[config.mk]
export PLATFORM = sky130hd
export DESIGN_NAME = bullet_fire_ctrl
export DESIGN_NICKNAME = d
export VERILOG_FILES = /design/src/rtl/bullet_fire_ctrl.sv
export SDC_FILE = /design/constraint.sdc
export NUM_CORES = 1
export LEC_CHECK = 0
export BUFFER_PORTS_ARGS = -buffer_cell sky130_fd_sc_hd__clkbuf_2
export CAP_MARGIN = 30
export CORE_UTILIZATION = 35
export DETAILED_ROUTE_END_ITERATION = 16
export PLACE_DENSITY = 0.64
export REMOVE_ABC_BUFFERS = 1
export SYNTH_ARGS = -nofsm -noshare
export SYNTH_HDL_FRONTEND = slang
export SYNTH_SLANG_ARGS = --single-unit
[constraint.sdc]
create_clock -name frame_clk -period 6.23 [get_ports frame_clk]
set_clock_uncertainty 0.05 [all_clocks]
set_input_delay 1.246 -clock frame_clk [delete_from_list [all_inputs] [get_ports frame_clk]]
set_output_delay 1.246 -clock frame_clk [all_outputs]
set_load 0.05 [all_outputs]
[src/rtl/bullet_fire_ctrl.sv]
// Fire scheduler for a pool of bullet slots. SPACE requests are gated by a cooldown
// timer, press/release arming and a round-robin search for a free slot.
//
// state    | meaning
// IDLE     | waiting for a qualifying fire request
// LAUNCH   | one-hot launch strobe high for exactly one frame
// COOLDOWN | cool_cnt counts down; the cool_cnt==0 frame may fire again
module bullet_fire_ctrl #(
  parameter int         NUM_SLOTS   = 4,
  parameter int         COOLDOWN    = 6,
  parameter int         Y_MIN       = 15,
  parameter logic [7:0] SPACE_CODE  = 8'h2c,
  parameter bit         AUTO_REPEAT = 1'b0
) (
  input  logic                 frame_clk,
  input  logic                 Reset,
  input  logic [23:0]          keycode,
  input  logic [9:0]           ship_X,
  input  logic [9:0]           ship_Y,
  input  logic [NUM_SLOTS-1:0] slot_active,
  output logic [NUM_SLOTS-1:0] launch,
  output logic [9:0]           launch_X,
  output logic [9:0]           launch_Y,
  output logic                 fire_ready,
  output logic [7:0]           shots_fired
);
  localparam int PW = $clog2(NUM_SLOTS);
  localparam int CW = $clog2(COOLDOWN);

  typedef enum logic [1:0] {IDLE, LAUNCH, COOLDOWN_ST} state_t;

  state_t        state;
  logic [PW-1:0] rr_ptr;
  logic [CW-1:0] cool_cnt;
  logic          armed;

  logic          space;
  logic          found;
  logic [PW-1:0] sel;
  logic [PW-1:0] idx;
  logic [PW-1:0] next_ptr;
  logic          can_fire;
  logic          fire;

  assign space = (keycode[7:0] == SPACE_CODE) || (keycode[15:8] == SPACE_CODE) ||
                 (keycode[23:16] == SPACE_CODE);

  always_comb begin
    found = 1'b0;
    sel   = '0;
    idx   = '0;
    for (int k = 0; k < NUM_SLOTS; k++) begin
      idx = PW'((int'(rr_ptr) + k) % NUM_SLOTS);
      if (!found && !slot_active[idx]) begin
        found = 1'b1;
        sel   = idx;
      end
    end
  end

  assign next_ptr = PW'((int'(sel) + 1) % NUM_SLOTS);

  // The last cooldown frame doubles as the IDLE decision, giving a 1+COOLDOWN frame fire period.
  assign can_fire   = (state == IDLE) || ((state == COOLDOWN_ST) && (cool_cnt == '0));
  assign fire       = can_fire && space && armed && found && (ship_Y > 10'(Y_MIN));
  assign fire_ready = (state == IDLE) && found;

  always_ff @(posedge frame_clk or posedge Reset) begin
    if (Reset) begin
      state       <= IDLE;
      launch      <= '0;
      launch_X    <= '0;
      launch_Y    <= '0;
      rr_ptr      <= '0;
      armed       <= 1'b1;
      cool_cnt    <= '0;
      shots_fired <= '0;
    end else begin
      if (AUTO_REPEAT)
        armed <= 1'b1;
      else if (fire)
        armed <= 1'b0;
      else if (!space)
        armed <= 1'b1;

      launch <= '0;
      if (fire) begin
        state       <= LAUNCH;
        launch      <= NUM_SLOTS'(1) << sel;
        launch_X    <= ship_X;
        launch_Y    <= ship_Y;
        rr_ptr      <= next_ptr;
        shots_fired <= shots_fired + 8'd1;
      end else begin
        case (state)
          LAUNCH: begin
            state    <= COOLDOWN_ST;
            cool_cnt <= CW'(COOLDOWN - 1);
          end
          COOLDOWN_ST: begin
            if (cool_cnt == '0)
              state <= IDLE;
            else
              cool_cnt <= cool_cnt - CW'(1);
          end
          default: state <= IDLE;
        endcase
      end
    end
  end
endmodule

==> flow_summary.json, run 1 <==
{
  "routed_wirelength_um": 3583,
  "clk_path_buf_depth": 2,
  "cp-start-kind": "primary input",
  "place_hpwl_um": 2626,
  "die_area_mm2": 0.005846,
  "drc": 0,
  "grt_antenna_before_repair": 0,
  "hold_buffers": 0,
  "grt_max_degree": 41,
  "syn_inst": 152,
  "synth_ff_type": "dfrtp_1",
  "slew_violations": 0,
  "grt_pass1_wl_um": 6003,
  "tns_ps": 0,
  "syn_area_mm2": 0.001941,
  "period_share_pct": 52.52,
  "peakVddDrop_v": 0.0002106,
  "cts_tree": "done",
  "io_buffers": 82,
  "clkSlewWorstSetupHoldPaths_ps": 70,
  "fin_ws_ps": 2958,
  "hold_viol_final": 0,
  "yosysTopAreaCell": "dfrtp_1",
  "grt_pass1_vias": 1406,
  "grt.total_usage_pct": 12.74,
  "netlist.area_leader.share_pct": 50.29,
  "synth_most_common_cell": "dfrtp_1",
  "vias": 1429,
  "cp-end-kind": "output port",
  "via_per_inst": 4.625,
  "seqCellArea_mm2": 0.001002,
  "async_reset_ff_share_pct": 100.0,
  "worstPathArrival_ps": 1980,
  "layout-drive-gt1-share_pct": 50.21,
  "period_needed_ps": 3272,
  "required_ps": 4930,
  "cts_inserted_buffers": 5,
  "die_w_um": 76.46,
  "post-place-ws_ps": 2939,
  "fin_nets": 295,
  "p_per_area_mw_per_mm2": 335.5,
  "run_status": "completed",
  "wl_per_cell_um": 11.60,
  "synthTopCellsByCount": "39 x dfrtp_1, 18 x mux2_4, 11 x nor2_1, 10 x inv_1",
  "synthTopCellsByArea": "dfrtp_1 50%, mux2_4 14%, ha_1 4.5%, mux2_2 3.5%, and3_1 2.3%",
  "gp_congestion": 0.7709,
  "setup_violations": 0,
  "synth_edf_count": 0,
  "rows": 26,
  "antenna_cells": 0,
  "core_mm2": 0.005238,
  "fmax_ghz": 0.3056,
  "firstDrtPassIters": 6,
  "die_h_um": 76.46,
  "cts_sinks": 40,
  "multiInputGateArea_um2": 840.8,
  "overflow": 0,
  "post-cts-setup-buffers": 0,
  "ys_seq_elements": 40,
  "synth_seq_area_share_pct": 51.64,
  "crit_fanout": 4,
  "synth_warnings": 0,
  "p_leak_nw": 1.418,
  "start_util_pct": 37.05,
  "ys_types": 32,
  "first_iter_violations": 48,
  "clock_latency_ps": 280,
  "path_class": "in2out",
  "areaGrowthSynthToFinish_pct": 28.69,
  "worst_pin_slew_ps": 796.1,
  "rsz0062_at_grt": "false",
  "hp-class": "reg2reg",
  "synth.avg_cell_area_um2": 12.77,
  "cts_max_level": 2,
  "cts.repair.resized": 0,
  "final.fill_count": 473,
  "slew_headroom_pct": 46.25,
  "root_buffer": "clkbuf_8",
  "io-pin-count": 83,
  "cap_violations": 0,
  "ant_nets": 0
}
-- cell families after synthesis --
| family | synth area share (%) |
|---|---|
| and+or+nand+nor | 12.77 |
| DFF | 51.64 |
| muxes | 17.41 |
| AOI/OAI and AO/OA | 5.480 |
| buffers and inverters | 5.029 |
| xor gates and xnor gates | 3.159 |
| adders and majority gates | 4.513 |
-- cell type report --
| type | instances | area share (%) |
|---|---|---|
| Tap cell | 70 | 3.507 |
| Timing Repair Buffer | 83 | 16.73 |
| Clock buffer | 6 | 2.906 |
| Clock inverter | 2 | 1.403 |
| Sequential cell | 40 | 40.13 |
| Multi-Input combinational cell | 97 | 33.67 |
| Inverter | 11 | 1.653 |
-- placed cells by master (no fill, tap or decap), drive strengths merged --
master and instances:
clkbuf 88, dfrtp 39, mux2 24, nor2 11, inv 11, and3 8
nand3 7, ha 7, o21ai 5, xnor2 5, nand4 4, nor3 4
nor4b 3, a21oi 3, nand2 3, o22a 2, nor2b 2, o21a 2
xor2 2, or4 1, a41o 1, o22ai 1, a211o 1, o311ai 1
dfstp 1, clkinv 1, bufinv 1, buf 1
-- routing by layer --
layer,track usage (%),vias to the layer above,share of wire (%)
met4,2.885,0,0
met5,0,-,0
li1,-,706,-
met1,15.20,660,47
met3,5.030,0,8.4
met2,21.53,63,45
-- registers in the layout, summed over array words and instances, names as in the netlist --
register,flops
cool_cnt,3
rr_ptr,2
shots_fired,8
launch_Y,10
armed,1
state,2
launch,4
launch_X,10
-- power breakdown --
part           internal (mW)  switching (mW)
clock                  0.119          0.0840
combinational          0.105           0.191
sequential             0.305          0.0342
-- critical path, stage by stage --
cell and delay [ps]:
clkbuf_2 100, a41o_1 260, nor2_1 90, clkbuf_2 280
-- through the flow --
stage / util, % / power [mW] / hold slack (ps) / cell area [um2] / instances
floorplan: - / 0.5662 / 410.0 / 1884 / 148
global placement: 45.63 / 0.6378 / 424.4 / 2390 / 301
detailed placement: 45.63 / 0.6424 / 422.4 / 2390 / 301
CTS: 47.68 / 0.8483 / 434.7 / 2497 / 309
global route: 47.68 / 0.8846 / 463.0 / 2497 / 309
finish: 47.68 / 0.8378 / 432.9 / 2497 / 309
-- path summary, 6_finish.rpt --
check / endpoint / slack, ps / startpoint / depth (start not counted)
max in group asynchronous: armed$_DFFE_PP1P_ / 4780 / Reset / 3
worst min-delay path: shots_fired[7]$_DFFE_PP0P_ / 430 / shots_fired[7]$_DFFE_PP0P_ / 1
worst max-delay path: fire_ready / 2960 / slot_active[0] / 4
min in group asynchronous: launch_Y[8]$_DFFE_PP0P_ / 1000 / Reset / 3
worst max register to register: launch_Y[1]$_DFFE_PP0P_ / 3600 / cool_cnt[0]$_DFFE_PP0P_ / 7
worst min register to register: shots_fired[7]$_DFFE_PP0P_ / 430 / shots_fired[7]$_DFFE_PP0P_ / 1
No activity file was read; power rests on OpenSTA's default activity.
==> run 2: changes to the inputs <==
Settings changed: PLACE_DENSITY 0.64 to 0.66.
Clock period 6.23 ns to 2.8 ns, I/O delays scaled along.
==> flow_summary.json, run 2 (same netlist as run 1, synthesis figures left out) <==
{
  "core_mm2": 0.005238,
  "wl_per_cell_um": 11.99,
  "crit_fanout": 25,
  "cts_max_level": 2,
  "areaGrowthSynthToFinish_pct": 29.08,
  "fin_nets": 296,
  "fin_ws_ps": 247.0,
  "required_ps": 2920,
  "final_core_util_pct": 47.83,
  "peakVddDrop_v": 0.0004579,
  "die_w_um": 76.46,
  "io-pin-count": 83,
  "antenna_cells": 0,
  "hold_buffers": 0,
  "period_needed_ps": 2553,
  "clk_path_buf_depth": 2,
  "sw_frac_of_total_pct": 37.17,
  "drc": 0,
  "comb_power_share_pct": 35.3,
  "path_class": "reg2reg",
  "slew_violations": 0,
  "clock_latency_ps": 290,
  "worstPathArrival_ps": 2680,
  "run_status": "completed",
  "reg_top3": "launch_X x10, launch_Y x10, shots_fired x8",
  "rsz0062_at_grt": "false",
  "layout_commonest_cell": "clkbuf_2",
  "cap_violations": 0,
  "vias": 1431,
  "finalInstanceArea_mm2": 0.002505,
  "cts_tree": "done",
  "place_hpwl_um": 2797,
  "grt_max_degree": 41,
  "gp_congestion": 0.7507,
  "die_h_um": 76.46,
  "cts_sinks": 40,
  "die_area_mm2": 0.005846,
  "worstSetupStartpoint": "cool_cnt[0]$_DFFE_PP0P_",
  "p_per_area_mw_per_mm2": 749.3,
  "tns_ps": 0,
  "grt_pass1_vias": 1369,
  "reg2reg_from": "cool_cnt[0]$_DFFE_PP0P_",
  "slew_headroom_pct": 41.73,
  "p_clk_share_pct": 24.3,
  "rows": 26,
  "overflow": 0,
  "grt_pass1_wl_um": 6134,
  "cts.repair.resized": 0,
  "power_frac_seq_pct": 40.4,
  "post-cts-setup-buffers": 0,
  "period_share_pct": 91.18,
  "clkSlewWorstSetupHoldPaths_ps": 80,
  "start_util_pct": 37.05,
  "hold_viol_final": 0,
  "fmax_ghz": 0.3917,
  "ant_nets": 0,
  "setup_violations": 0,
  "dpl_cell_area_mm2": 0.002397,
  "routed_wirelength_um": 3717,
  "cts_inserted_buffers": 5,
  "cp-end-kind": "flip-flop",
  "cp-start-kind": "flip-flop",
  "via_per_inst": 4.616,
  "hp-class": "in2async",
  "switching_power_mw": 0.6976,
  "p_leak_nw": 1.423,
  "post-place-ws_ps": 231.4,
  "root_buffer": "clkbuf_8",
  "intPower_mw": 1.179,
  "first_iter_violations": 62,
  "firstDrtPassIters": 4,
  "grt_antenna_before_repair": 0,
  "layout_common_cells": "82 x clkbuf_2, 39 x dfrtp_1, 18 x mux2_4",
  "grt.total_usage_pct": 13.40,
  "final.fill_count": 506,
  "worst_pin_slew_ps": 863.1,
  "io_buffers": 82,
  "layout-drive-gt1-share_pct": 50.42
}
## run 2: power groups by stage
stage | clock [mW] | sequential, mW | combinational [mW]
floorplan | 0 | 0.993 | 0.267
global placement | 0 | 0.765 | 0.653
detailed placement | 0 | 0.766 | 0.671
CTS | 0.466 | 0.758 | 0.672
global route | 0.496 | 0.773 | 0.706
finish | 0.456 | 0.758 | 0.663
## run 2: through the flow
step,std cells,hold slack (ps),power [mW]
after floorplan,148,410.0,1.260
after global placement,302,424.2,1.419
final,310,312.6,1.877
after detailed placement,302,423.4,1.437
after CTS,310,324.9,1.896
after global routing,310,350.7,1.975
## run 2: worst max-delay path, stage by stage (launching register included)
cell and delay, ps:
dfrtp_1 380, inv_1 90, ha_1 160, ha_1 230, o21ai_0 120, nor3_2 600
nand2_4 400, mux2_4 400
## run 2: layout make-up
cell class                      count  area, um2  area share, %
Clock buffer                        6      72.57          2.897
Inverter                           11      41.29          1.648
Sequential cell                    40       1002          40.01
Tap cell                           70      87.58          3.497
Clock inverter                      2      35.03          1.399
Timing Repair Buffer               84      425.4          16.98
Multi-Input combinational cell     97      840.8          33.57
## run 2: path summary, 6_finish.rpt
kind	end	slack [ps]	cells past startpoint
max in group asynchronous	armed$_DFFE_PP1P_	2030	3
hold reg to reg	shots_fired[7]$_DFFE_PP0P_	430	1
hold / removal	launch_X[7]$_DFFE_PP0P_	310	3
setup / recovery	launch_X[5]$_DFFE_PP0P_	250	7
setup reg to reg	launch_X[5]$_DFFE_PP0P_	250	7
min in group frame_clk	shots_fired[7]$_DFFE_PP0P_	430	1
## run 2: routing by layer
| metal | up-vias | GRT usage, % | wire [um] |
|---|---|---|---|
| met1 | 650 | 15.48 | 1619 |
| li1 | 707 | - | - |
| met3 | 6 | 5.269 | 348 |
| met4 | 0 | 4.808 | 46 |
| met2 | 68 | 22.43 | 1703 |
| met5 | - | 0 | 0 |
